--- src/rtl/trb_burst_reader.sv ---
// Burst read controller for the trace-buffer BRAM. It issues addresses, tracks the two-stage
// read pipeline and buffers returned words in a 4-entry FIFO that feeds a valid/ready stream.
module trb_burst_reader #(
    parameter int unsigned DATA_WIDTH = 32,
    parameter int unsigned ADDR_WIDTH = 8
) (
    input  logic                  clk,
    input  logic                  rst,
    input  logic                  start,
    input  logic [ADDR_WIDTH-1:0] start_addr,
    input  logic [ADDR_WIDTH:0]   length,
    input  logic                  abort,
    output logic                  busy,
    output logic                  done,
    output logic [ADDR_WIDTH-1:0] rd_addr,
    input  logic [DATA_WIDTH-1:0] rd_data,
    output logic [DATA_WIDTH-1:0] dout,
    output logic                  dout_valid,
    input  logic                  dout_ready,
    output logic                  dout_last
);

    typedef enum logic [1:0] {
        S_IDLE,
        S_FETCH,
        S_DRAIN
    } state_t;

    localparam logic [ADDR_WIDTH-1:0] ADDR_ONE = 1;
    localparam logic [ADDR_WIDTH:0]   LEN_ONE  = 1;

    state_t                  state_q, state_d;
    logic [ADDR_WIDTH-1:0]   rd_addr_q, rd_addr_d;
    logic [ADDR_WIDTH:0]     remaining_q, remaining_d;
    logic                    p1_valid_q, p1_valid_d;
    logic                    p1_last_q, p1_last_d;
    logic                    p2_valid_q, p2_valid_d;
    logic                    p2_last_q, p2_last_d;
    logic                    done_q, done_d;
    logic [DATA_WIDTH-1:0]   fifo_data_q [4];
    logic [DATA_WIDTH-1:0]   fifo_data_d [4];
    logic [3:0]              fifo_last_q, fifo_last_d;
    logic [1:0]              wr_ptr_q, wr_ptr_d;
    logic [1:0]              rd_ptr_q, rd_ptr_d;
    logic [2:0]              fifo_count_q, fifo_count_d;

    logic                    push;
    logic                    pop;
    logic [2:0]              occupancy;

    assign dout       = fifo_data_q[rd_ptr_q];
    assign dout_valid = (fifo_count_q != 3'd0);
    assign dout_last  = dout_valid & fifo_last_q[rd_ptr_q];
    assign busy       = (state_q != S_IDLE);
    assign done       = done_q;
    assign rd_addr    = rd_addr_q;

    assign push = p2_valid_q;
    assign pop  = dout_valid & dout_ready;
    // Words already committed to FIFO space: buffered plus both pipeline stages.
    assign occupancy = fifo_count_q + {2'b00, p1_valid_q} + {2'b00, p2_valid_q};

    always_comb begin
        state_d      = state_q;
        rd_addr_d    = rd_addr_q;
        remaining_d  = remaining_q;
        p1_valid_d   = 1'b0;
        p1_last_d    = 1'b0;
        p2_valid_d   = p1_valid_q;
        p2_last_d    = p1_last_q;
        done_d       = 1'b0;
        fifo_data_d  = fifo_data_q;
        fifo_last_d  = fifo_last_q;
        wr_ptr_d     = wr_ptr_q;
        rd_ptr_d     = rd_ptr_q;
        fifo_count_d = fifo_count_q;

        if (push) begin
            fifo_data_d[wr_ptr_q] = rd_data;
            fifo_last_d[wr_ptr_q] = p2_last_q;
            wr_ptr_d              = wr_ptr_q + 2'd1;
        end
        if (pop) begin
            rd_ptr_d = rd_ptr_q + 2'd1;
        end
        if (push && !pop) begin
            fifo_count_d = fifo_count_q + 3'd1;
        end else if (!push && pop) begin
            fifo_count_d = fifo_count_q - 3'd1;
        end

        unique case (state_q)
            S_IDLE: begin
                if (start) begin
                    if (length == '0) begin
                        done_d = 1'b1;
                    end else begin
                        state_d     = S_FETCH;
                        rd_addr_d   = start_addr;
                        remaining_d = length - LEN_ONE;
                        p1_valid_d  = 1'b1;
                        p1_last_d   = (length == LEN_ONE);
                    end
                end
            end
            S_FETCH: begin
                if (remaining_q == '0) begin
                    state_d = S_DRAIN;
                end else if (occupancy < 3'd4) begin
                    rd_addr_d   = rd_addr_q + ADDR_ONE;
                    remaining_d = remaining_q - LEN_ONE;
                    p1_valid_d  = 1'b1;
                    p1_last_d   = (remaining_q == LEN_ONE);
                    if (remaining_q == LEN_ONE) begin
                        state_d = S_DRAIN;
                    end
                end
            end
            S_DRAIN: begin
                if (pop && fifo_last_q[rd_ptr_q]) begin
                    state_d = S_IDLE;
                    done_d  = 1'b1;
                end
            end
            default: state_d = S_IDLE;
        endcase

        // Abort overrides everything, including a start or a final transfer in the same cycle.
        if (abort) begin
            state_d      = S_IDLE;
            remaining_d  = '0;
            p1_valid_d   = 1'b0;
            p1_last_d    = 1'b0;
            p2_valid_d   = 1'b0;
            p2_last_d    = 1'b0;
            done_d       = 1'b0;
            wr_ptr_d     = '0;
            rd_ptr_d     = '0;
            fifo_count_d = '0;
            rd_addr_d    = rd_addr_q;
        end
    end

    always_ff @(posedge clk or posedge rst) begin
        if (rst) begin
            state_q      <= S_IDLE;
            rd_addr_q    <= '0;
            remaining_q  <= '0;
            p1_valid_q   <= 1'b0;
            p1_last_q    <= 1'b0;
            p2_valid_q   <= 1'b0;
            p2_last_q    <= 1'b0;
            done_q       <= 1'b0;
            for (int unsigned i = 0; i < 4; i++) begin
                fifo_data_q[i] <= '0;
            end
            fifo_last_q  <= '0;
            wr_ptr_q     <= '0;
            rd_ptr_q     <= '0;
            fifo_count_q <= '0;
        end else begin
            state_q      <= state_d;
            rd_addr_q    <= rd_addr_d;
            remaining_q  <= remaining_d;
            p1_valid_q   <= p1_valid_d;
            p1_last_q    <= p1_last_d;
            p2_valid_q   <= p2_valid_d;
            p2_last_q    <= p2_last_d;
            done_q       <= done_d;
            fifo_data_q  <= fifo_data_d;
            fifo_last_q  <= fifo_last_d;
            wr_ptr_q     <= wr_ptr_d;
            rd_ptr_q     <= rd_ptr_d;
            fifo_count_q <= fifo_count_d;
        end
    end

endmodule
--- config.mk ---
export PLATFORM = sky130hd
export DESIGN_NAME = trb_burst_reader
export DESIGN_NICKNAME = d
export VERILOG_FILES = /design/src/rtl/trb_burst_reader.sv
export SDC_FILE = /design/constraint.sdc
export NUM_CORES = 1
export LEC_CHECK = 0
export CAP_MARGIN = 40
export CORE_MARGIN = 2
export CORE_UTILIZATION = 50
export DETAILED_ROUTE_END_ITERATION = 7
export MAX_ROUTING_LAYER = met4
export PLACE_DENSITY = 0.76
export SLEW_MARGIN = 15
export SYNTH_ARGS = -nofsm -noshare
export SYNTH_HDL_FRONTEND = slang
export SYNTH_SLANG_ARGS = --single-unit
--- constraint.sdc ---
create_clock -name clk -period 4.8 [get_ports clk]
set_input_delay 0.48 -clock clk [delete_from_list [all_inputs] [get_ports clk]]
set_output_delay 0.48 -clock clk [all_outputs]
set_load 0.02 [all_outputs]
* Word level (Yosys, flattened, before mapping) *
Index checks and enable logic that the tools add are counted.

operators by class
  add/sub/neg operators = 9
  order comparisons = 7
  eq/ne operators = 15
  mux-type cells = 56
  bitwise gates (word level) = 5
  reductions and logical operators = 20

operators by type and width
  cell                                                                   count
  128-bit bitwise mux                                                    1
  32-bit two-way mux                                                     3
  32-bit binary-select mux with 2-bit select                             1
  32-bit demux with 2-bit select                                         1
  9-bit two-way mux                                                      5
  8-bit two-way mux                                                      4
  2-bit two-way mux                                                      11
  9-bit by 1-bit == test with 1-bit output (second input constant)       2
  9-bit logical NOT                                                      2
  1-bit two-way mux                                                      18
  9-bit case mux with 2 select lines                                     1
  9-bit by 1-bit subtractor with 9-bit output (second input constant)    2
  8-bit case mux with 2 select lines                                     1
  3-bit != test (second input constant)                                  5
  5-bit AND reduction                                                    2
  3-bit two-way mux                                                      3
  3-bit nonzero test                                                     3
  8-bit by 1-bit adder with 8-bit output (second input constant)         1
  2-bit != test (second input constant)                                  4
  4-bit != test (second input constant)                                  2
  2-bit nonzero test                                                     4
  3-bit by 1-bit adder with 3-bit output                                 2
  3-bit >= comparator (second input constant)                            2
  2-bit by 3-bit < comparator with 1-bit output (second input constant)  2
  20 further kinds                                                       30

word-level totals
  register bits after elaboration = 163
  bits of input ports = 54
  output and inout port bits = 44
  word-level logic and storage cells = 128

* Logic depth before layout (Yosys ltp) *
Gate-level depths: netlist of the first run.

  word-level depth = 7
  gate-level depth with buffers = 8
  depth with buffers taken out = 7

* Worst setup path after synthesis of the first run *
Ideal clock, no wire load.

  path kind = reg-to-output
  from = register rd_ptr_q[1]
  to = output dout[10]
  arrival time = 1385 ps
  slack = 2935 ps
  stages on the path, launching flop included = 4
  buffers on the path = 2
  path through = dfrtp_1 -> buf_2 -> buf_2 -> mux4_2

between the ends
  cells in the longest elaborated chain, start to end = 4

RTL lines
  what                                                    line  text
  start: declaration                                      44    logic [1:0] rd_ptr_q, rd_ptr_d;
  start signal: assignment                                173   rd_ptr_q <= rd_ptr_d;
  2-bit inverter with 3-bit output (not written as such)  51    assign dout = fifo_data_q[rd_ptr_q];
  32-bit binary-select mux with 2-bit select              51
  32-bit two-way mux (not written as such) (2 in a row)   51
  end: declaration                                        17    output logic [DATA_WIDTH-1:0] dout,

No other way between the ends. The select of a mux whose other input is x is not followed.

* Final worst setup path of the first run *
  from = register rd_ptr_q[1]
  to = output dout[8]

Same word-level chain as after synthesis.

==> reports/qor.yml, run 1 <==
worst_setup_path:
  critical_path.max_fanout: 20
  worstPathArrival_ns: 2.76
  timing.setup.critical_path_class: "flip-flop to output pin"
  reg2reg_from: "p2_valid_q"
  path_buf_inv: 2
  regToRegSetupSlack_ns: 2.10
  path_cells: "buf_4, mux4_2, clkdlybuf4s50_1"
  worst_r2r_end: "rd_addr[4]"
  cp.required_ns: 4.32
  setup.worst_path.end: "dout[8]"
  worst_path_largest_cell_delay_ns: 0.79
  worst_reg_to_reg_path_cell_count: 6
  critPathTopFamily: "buffers and inverters"
  critPathLaunch: "rd_ptr_q[1]"
  crit_slowest_cell: "dfrtp_2"
  critical_path_depth: 3
  timing.critical_path.from_type: "flip-flop"
  crit_path_end_kind: "output pin"
synthesis:
  post-synth-top-count-cell: "dfrtp_1"
  synthDistinctLibCells: 60
  synth_top_family_by_area: "multiplexers"
  synth-xor-area-share_pct: 1.22
  syn_inst: 570
  mean_instance_size_in_the_synthesized_netlist_um2: 13.9
  number_of_flops_mapped_to_enable_cells_by_yosys: 0
  post_synth_fa_ha_maj_area_fraction_pct: 2.16
  synth_mux_area_share_pct: 28.6
  synth-main-ff-cell: "dfrtp_1"
  synthSimpleGateAreaFrac_pct: 6.69
  synthesized_area_fraction_occupied_by_ao_oa_aoi_and_oai_cells_pct: 6.75
  synth.cells.most_frequent: "dfrtp_1, mux2_2, mux4_2"
  synth_sequential_area_ratio_pct: 51.7
  yosys.area.top_type_share_pct: 51.7
  post_synth_instance_area_um2: 7900
  synth_area_leader_cell: "dfrtp_1"
  post_syn_nets: 637
  yosys_register_bits: 163
  synth.yosys.warnings: 0
  ys_async_sr_fraction_pct: 100
  ys_top_cells_by_area: "dfrtp_1, mux2_2, mux4_2, ha_1, buf_2"
route:
  detailroute.via_count: 4955
  first_pass_iters: 4
  drt_wl_total_um: 16300
  drc: 0
  avgRoutedWirePerCell_um: 18.5
  detail_route.iter0.violations: 303
  vias_per_cell: 5.59
  remaining_antenna_violation_count: 0
grt:
  grt-ovfl-total: 0
  first_global_vias: 5336
  grt_start_max_net_pins: 164
  wire_length_of_the_first_global_routing_pass_um: 27200
  grtUsageTotal_pct: 21.7
  number_of_antenna_violations_at_the_first_check_in_global_routing: 0
pwr:
  vdd_drop_max_uv: 320
  leakagePower_nw: 3.93
  power.density_nw_per_um2: 613
clock_tree:
  count_of_h_tree_levels_built_during_cts: 4
  tritoncts: "built"
  cts.sinks: 163
  post_cts.repair.setup_buffers: 0
  postcts_resize_cnt: 0
  ctsLongestPathBuffers: 2
  root_buf_cell: "clkbuf_16"
  hold_buffers: 0
  cts.reportedPaths.clkPinSlew_ns: 0.06
  clkLatencyLatePin_ns: 0.42
  number_of_buffers_created_by_cts: 17
finish:
  area_growth_from_synthesis_to_layout_pct: 22.7
  layout.nets: 730
  stdcell_count: 886
  diodes: 0
  finish.utilization_pct: 63.3
  drive_gt1_share_pct: 33.3
die:
  die_w_um: 130
  die-height_um: 130
  start_util_pct: 51.6
  die-area_um2: 16800
  placementRows: 45
  boundaryPins: 98
  core_region_area_um2: 15300
run_status:
  outcome: "completed"
timing:
  hold_viol_final: 0
  fin_crit_ns: 3.24
  slew_of_the_pin_with_the_lowest_slew_margin_ns: 0.865
  clock_skew_ns: 0.00526
  finalSetupViolCount: 0
  unrepaired_setup_endpoints_after_global_routing: "no"
  timing.final.crit_share_pct: 67.6
  achievable-frequency_ghz: 0.308
  totalNegativeSetupSlack_ns: 0
  report.final.slew_viol_count: 0
  timing.max_slew.rel_slack_pct: 42.3
place:
  port_buffers: 97
  numPlacedInstances: 855
  gpl.final_weighted_congestion: 0.882
  detailedPlacementHpwl_um: 10900
min_path:
  hp-start: "fifo_data_q[88]"
  min-delay-path-class: "flip-flop to flip-flop"
flow_run:
  timing.max_cap.violations: 0
[state kept, by name, summed over array words and instances, names as in the netlist]
| name | count |
|---|---|
| state_q | 2 |
| p1_valid_q | 1 |
| rd_ptr_q | 2 |
| fifo_data_q | 128 |
| p2_last_q | 1 |
| p2_valid_q | 1 |
| p1_last_q | 1 |
| fifo_count_q | 3 |
| wr_ptr_q | 2 |
| remaining_q | 9 |
| rd_addr | 8 |
| fifo_last_q | 4 |
| done | 1 |
[worst min path at each step]
stage / to / slack [ns] / depth (start not counted)
finish: fifo_data_q[88] / 0.50 / 1
global route: fifo_data_q[67] / 0.51 / 1
CTS: fifo_data_q[88] / 0.50 / 1
detailed placement: p2_last_q / 0.48 / 1
global placement: p2_last_q / 0.45 / 1
floorplan: p2_last_q / 0.44 / 1
[cell type report]
| type | instances | area, um^2 |
|---|---|---|
| inverters | 19 | 75.1 |
| fillers | 1156 | 5630 |
| well taps | 211 | 264 |
| repair buffers | 105 | 1110 |
| clock inverters | 9 | 81.3 |
| flip-flops and latches | 163 | 4080 |
| clock buffers | 22 | 474 |
| multi-input cells | 357 | 3600 |
[cell families after synthesis]
| family | Yosys count |
|---|---|
| AOI/OAI and AO/OA | 67 |
| xor gates and xnor gates | 11 |
| adders and majority gates | 13 |
| buffers and inverters | 50 |
| DFF | 163 |
| muxes | 168 |
| and+or+nand+nor | 98 |
[cells in the final DEF, fill, tap and decap left out, types with 5 or more instances in the layout]
cell type and count:
mux4_2 33, clkbuf_16 17, dfrtp_1 161, xor2_1 5
mux2_2 132, nor3_1 11, clkdlybuf4s50_1 97, nand2b_1 6
xnor2_1 6, buf_12 6, nand2_1 16, nand3_1 5
a21oi_1 21, nor2_1 28, inv_1 18, ha_1 12
o32ai_2 6, o21ai_0 12
[where the power goes]
group | total, mW | internal (mW) | switching [mW]
Clock | 1.28 | 0.748 | 0.527
Combinational | 2.51 | 1.33 | 1.18
Sequential | 2.15 | 1.83 | 0.325
[stage by stage]
| step | power, mW | hold WS, ns | cell area [um^2] | setup WS (ns) |
|---|---|---|---|---|
| floorplan | 3.79 | 0.439 | 7900 | 2.25 |
| finish | 5.94 | 0.500 | 9690 | 1.56 |
| global placement | 4.58 | 0.448 | 9020 | 1.84 |
| CTS | 5.99 | 0.501 | 9690 | 1.48 |
| detailed placement | 4.70 | 0.479 | 9130 | 1.89 |
| global route | 6.28 | 0.509 | 9690 | 1.38 |
[per-layer routing]
metal	vias up	global-route usage, %	share of wire, %
met3	21	3.67	3.5
li1	2284	-	-
met4	0	7.65	1.7
met5	-	-	0
met1	2538	27.7	45
met2	112	35.3	50
(Power assumes the default switching activity.)
==> inputs of run 2 (changes only) <==
Clock period 4.8 ns to 2.8 ns, I/O delays scaled along.
==> reports/qor.yml, run 2 (synthesis results as in run 1) <==
route:
  route.met3.wl_um: 742  # +29%
  total_met2_wirelength_after_detailed_routing_um: 8540  # +4.2%
  drt_wl_total_um: 16900  # +3.3%
  met1Wirelength_um: 7440  # +2.1%
  dr.max_layer_used: "met4"
  first_pass_iters: 4  # unchanged
  vias_per_cell: 5.70  # +2.0%
  drc: 0  # unchanged
  avgRoutedWirePerCell_um: 18.9  # +2.5%
  detailroute.via_count: 5094  # +2.8%
  detail_route.iter0.violations: 223  # -26%
  remaining_antenna_violation_count: 0  # unchanged
die:
  die-area_um2: 16800  # unchanged
  start_util_pct: 51.6  # unchanged
  core_region_area_um2: 15300  # unchanged
  die_w_um: 130  # unchanged
  boundaryPins: 98  # unchanged
  die-height_um: 130  # unchanged
  placementRows: 45  # unchanged
timing:
  fin_crit_ns: 2.60
  slew_of_the_pin_with_the_lowest_slew_margin_ns: 0.747  # -0.118 ns
  worst_slack_ns: 0.195  # -1.36 ns
  timing.final.crit_share_pct: 93.0
  hold_viol_final: 0  # unchanged
  totalNegativeSetupSlack_ns: 0  # unchanged
  achievable-frequency_ghz: 0.384
  timing.max_slew.rel_slack_pct: 50.1  # +7.7 points
  unrepaired_setup_endpoints_after_global_routing: "no"
  report.final.slew_viol_count: 0  # unchanged
  clock_skew_ns: 0.00767  # +0.00241 ns
  hold_ws_ns: 0.227  # -0.273 ns
  finalSetupViolCount: 0  # unchanged
grt:
  first_global_vias: 5391  # +1.0%
  number_of_antenna_violations_at_the_first_check_in_global_routing: 0  # unchanged
  wire_length_of_the_first_global_routing_pass_um: 28000  # +2.7%
  grtUsageTotal_pct: 22.4  # +0.69 points
  grt-ovfl-total: 0  # unchanged
  grt_start_max_net_pins: 50  # -70%
min_path:
  min-delay-path-class: "primary input to async pin"
worst_setup_path:
  cp.required_ns: 2.52  # -1.80 ns
  worstPathArrival_ns: 2.32  # -0.44 ns
  path_cells: "buf_4, mux4_2, clkdlybuf4s50_1"
  critPathTopFamily: "buffers and inverters"
  path_buf_inv: 2  # unchanged
  timing.critical_path.from_type: "flip-flop"
  crit_slowest_cell: "clkdlybuf4s50_1"
  timing.setup.critical_path_class: "flip-flop to output pin"
  crit_path_end_kind: "output pin"
  critical_path.max_fanout: 11  # -45%
  worst_path_largest_cell_delay_ns: 0.55  # -0.24 ns
pwr:
  power_frac_seq_pct: 35.6  # -0.7 points
  power.share.clock_pct: 22.2  # +0.7 points
  p_switching_mw: 3.51  # +72%
  report.power.total_mw: 10.3  # +74%
  power.density_nw_per_um2: 1060  # +73%
  leakagePower_nw: 3.98  # +1.2%
  internal-power_mw: 6.83  # +75%
  vdd_drop_max_uv: 555  # +73%
  comb_power_share_pct: 42.2  # about the same
  power.share.switching_pct: 34.0  # -0.32 points
clock_tree:
  ctsLongestPathBuffers: 2  # unchanged
  tritoncts: "built"
  post_cts.repair.setup_buffers: 0  # unchanged
  cts.sinks: 163  # unchanged
  number_of_buffers_created_by_cts: 17  # unchanged
  clkLatencyLatePin_ns: 0.42  # about the same
  count_of_h_tree_levels_built_during_cts: 4  # unchanged
  postcts_resize_cnt: 0  # unchanged
  cts.reportedPaths.clkPinSlew_ns: 0.06  # about the same
  root_buf_cell: "clkbuf_16"
  hold_buffers: 0  # unchanged
finish:
  largest_register_ff_count: 128  # unchanged
  drive_gt1_share_pct: 34.2  # +0.83 points
  finish.utilization_pct: 63.8  # +0.51 points
  postLayoutCellArea_um2: 9760  # +0.80%
  layout_commonest_cell: "dfrtp_1"
  stdcell_count: 893  # +0.79%
  top_register: "fifo_data_q"
  layout.nets: 737  # +0.96%
  diodes: 0  # unchanged
  area_growth_from_synthesis_to_layout_pct: 23.7
  final_cell_mix: "dfrtp_1, mux2_2, clkdlybuf4s50_1, mux4_2, nor2_1"
place:
  port_buffers: 97  # unchanged
  dpl-instance-area_um2: 9180  # +0.49%
  preCtsSetupSlack_ns: 0.302  # -1.59 ns
  numPlacedInstances: 862  # +0.82%
  gpl.final_weighted_congestion: 0.919  # +4.2%
  detailedPlacementHpwl_um: 11200  # +2.7%
flow_run:
  timing.max_cap.violations: 0  # unchanged
run_status:
  outcome: "completed"
==> run 2: cell count changes in the layout (fill, tap and decap cells not counted), sizes merged <==
cell | before | now
buf | 8 | 15
bufinv | 1 | 2
clkinvlp | 4 | 3
==> run 2: worst paths after layout <==
check	endpoint	cells past startpoint	slack [ns]	start
min in group clk	p2_last_q	1	0.48	p1_last_q
hold / removal	fifo_data_q[28]	2	0.23	rst
setup / recovery	dout[23]	3	0.20	rd_ptr_q[1]
setup reg to reg	rd_addr[4]	6	0.60	fifo_count_q[0]
max in group asynchronous	rd_ptr_q[0]	3	1.82	rst
hold reg to reg	p2_last_q	1	0.48	p1_last_q
==> run 2: metal layers <==
| layer | global-route usage [%] | up-vias |
|---|---|---|
| met1 | 28.7 | 2640 |
| met5 | - | - |
| met2 | 36.3 | 130 |
| met4 | 7.40 | 0 |
| li1 | - | 2307 |
| met3 | 4.13 | 17 |
==> run 2: layout make-up <==
class / count / area [um^2]
clock buffer: 22 / 484
tap: 211 / 264
multi-input combinational: 357 / 3600
inverter: 19 / 75.1
timing repair buffer: 112 / 1160
fill: 1133 / 5550
sequential: 163 / 4080
clock inverter: 9 / 104
==> run 2: power groups by stage <==
stage | registers [mW] | clock network (mW) | logic [mW]
finish | 3.68 | 2.30 | 4.37
floorplan | 3.56 | 0 | 2.93
global route | 3.78 | 2.44 | 4.68
detailed placement | 3.71 | 0 | 4.38
global placement | 3.63 | 0 | 4.28
CTS | 3.68 | 2.34 | 4.40
==> inputs of run 3 (changes only) <==
Settings changed: CTS_CLUSTER_SIZE set to 40.
Clock period 2.8 ns to 2.3 ns, I/O delays scaled along.
==> reports/qor.yml, run 3 (synthesis results as in run 1) <==
place:
  port_buffers: 97  # unchanged
  dpl-instance-area_um2: 9260  # +0.95%
  gpl.final_weighted_congestion: 0.914  # -0.51%
  preCtsSetupSlack_ns: 0.0371  # -0.265 ns
  detailedPlacementHpwl_um: 11500  # +2.3%
  numPlacedInstances: 872  # +1.2%
finish:
  layout.nets: 747  # +1.4%
  largest_register_ff_count: 128  # unchanged
  area_growth_from_synthesis_to_layout_pct: 24.7
  top_register: "fifo_data_q"
  drive_gt1_share_pct: 34.9  # +0.76 points
  diodes: 0  # unchanged
  postLayoutCellArea_um2: 9850  # +0.86%
  finish.utilization_pct: 64.3  # +0.55 points
  fill_cells: 1139  # +0.53%
  final_cell_mix: "dfrtp_1, mux2_2, clkdlybuf4s50_1, mux4_2, dlygate4sd2_1"
  layout_commonest_cell: "dfrtp_1"
  stdcell_count: 904  # +1.2%
grt:
  wire_length_of_the_first_global_routing_pass_um: 28600  # +2.4%
  grtUsageTotal_pct: 23.0  # +0.64 points
  number_of_antenna_violations_at_the_first_check_in_global_routing: 0  # unchanged
  first_global_vias: 5611  # +4.1%
  grt-ovfl-total: 0  # unchanged
  grt_start_max_net_pins: 77  # +54%
timing:
  totalNegativeSetupSlack_ns: 0  # unchanged
  worst_slack_ns: 0.121  # -0.0739 ns
  hold_viol_final: 0  # unchanged
  achievable-frequency_ghz: 0.459
  slew_of_the_pin_with_the_lowest_slew_margin_ns: 0.572  # -0.175 ns
  fin_crit_ns: 2.18
  timing.max_slew.rel_slack_pct: 61.9  # +12 points
  clock_skew_ns: 0.00720  # -0.000468 ns
  report.final.slew_viol_count: 0  # unchanged
  hold_ws_ns: 0.272  # +0.0451 ns
  unrepaired_setup_endpoints_after_global_routing: "no"
  finalSetupViolCount: 0  # unchanged
  timing.final.crit_share_pct: 94.7
pwr:
  leakagePower_nw: 4.09  # +2.9%
  power.density_nw_per_um2: 1270  # +20%
  vdd_drop_max_uv: 798  # +44%
  report.power.total_mw: 12.6  # +21%
die:
  die_w_um: 130  # unchanged
  boundaryPins: 98  # unchanged
  die-height_um: 130  # unchanged
  die-area_um2: 16800  # unchanged
  core_region_area_um2: 15300  # unchanged
  placementRows: 45  # unchanged
  start_util_pct: 51.6  # unchanged
clock_tree:
  post_cts.repair.setup_buffers: 0  # unchanged
  root_buf_cell: "clkbuf_16"
  clkLatencyLatePin_ns: 0.43  # about the same
  tritoncts: "built"
  number_of_buffers_created_by_cts: 17  # unchanged
  cts.sinks: 163  # unchanged
  ctsLongestPathBuffers: 2  # unchanged
  cts.reportedPaths.clkPinSlew_ns: 0.06  # about the same
  count_of_h_tree_levels_built_during_cts: 4  # unchanged
min_path:
  min-delay-path-class: "primary input to async pin"
worst_setup_path:
  worstPathArrival_ns: 1.95  # -0.37 ns
  critical_path.max_fanout: 26  # +15
  cp.required_ns: 2.07  # -0.45 ns
  timing.setup.critical_path_class: "flip-flop to output pin"
  reg2reg_from: "remaining_q[0]"
  timing.critical_path.from_type: "flip-flop"
  worst_r2r_end: "remaining_q[8]"
  crit_path_end_kind: "output pin"
  regToRegSetupSlack_ns: 0.24  # -0.36 ns
  worst_reg_to_reg_path_cell_count: 7  # +1
route:
  vias_per_cell: 5.69  # -0.23%
  first_pass_iters: 6  # +2
  drt_wl_total_um: 17100  # +1.3%
  remaining_antenna_violation_count: 0  # unchanged
  detailroute.via_count: 5145  # +1.0%
  detail_route.iter0.violations: 249  # +12%
  avgRoutedWirePerCell_um: 18.9  # +0.10%
  drc: 0  # unchanged
run_status:
  outcome: "completed"
flow_run:
  timing.max_cap.violations: 0  # unchanged
[run 3: changes by cell type in the layout (fill, tap and decap cells not counted), moves of 2 or more]
| cell | delta |
|---|---|
| dlygate4sd2_1 | +33 |
| buf_4 | +8 |
| clkbuf_1 | +3 |
| clkdlybuf4s50_1 | -33 |
| bufinv_16 | +2 |
| clkbuf_8 | -2 |
[run 3: layout make-up]
type / instances / area [um^2] / area share [%]
multi-input combinational: 357 / 3600 / 36.6
clock buffer: 23 / 468 / 4.75
inverter: 19 / 75.1 / 0.762
sequential: 163 / 4080 / 41.4
clock inverter: 9 / 151 / 1.54
timing repair buffer: 122 / 1210 / 12.3
tap: 211 / 264 / 2.68
[run 3: worst max-delay path, stage by stage, from the launching register on]
cell	delay, ns
dfrtp_2	0.40
buf_12	0.22
mux4_2	0.55
dlygate4sd2_1	0.34
[run 3: report_power, final]
part | internal (mW) | total [mW] | switching [mW]
Combinational | 2.57 | 5.15 | 2.58
Clock | 1.87 | 2.97 | 1.10
Sequential | 3.82 | 4.44 | 0.617
[run 3: worst max-delay path by stage]
stage	start	endpoint	slack [ns]	cells after the start
2_1_floorplan	rst	done	-0.0008	1
3_3_place_gp	length[0]	rd_addr[4]	0.13	8
3_5_place_dp	length[0]	rd_addr[4]	0.04	8
4_1_cts	state_q[0]	busy	0.07	4
5_1_grt	state_q[0]	busy	0.06	4
6_report	rd_ptr_q[0]	dout[31]	0.12	3
[run 3: per-layer routing]
layer  vias to the layer above  track usage [%]  wire (um)
met2                       128             37.8       8960
met1                      2678             28.3       7250
met3                        12             5.49        771
met5                         -                -          0
met4                         0             7.65        134
li1                       2327                -          -
[run 3: what timing repair did]
item | CTS | global route
setup endpoints to repair | 33 | 1
resized for setup | 34 | 1
hold buffers | 0 | 0
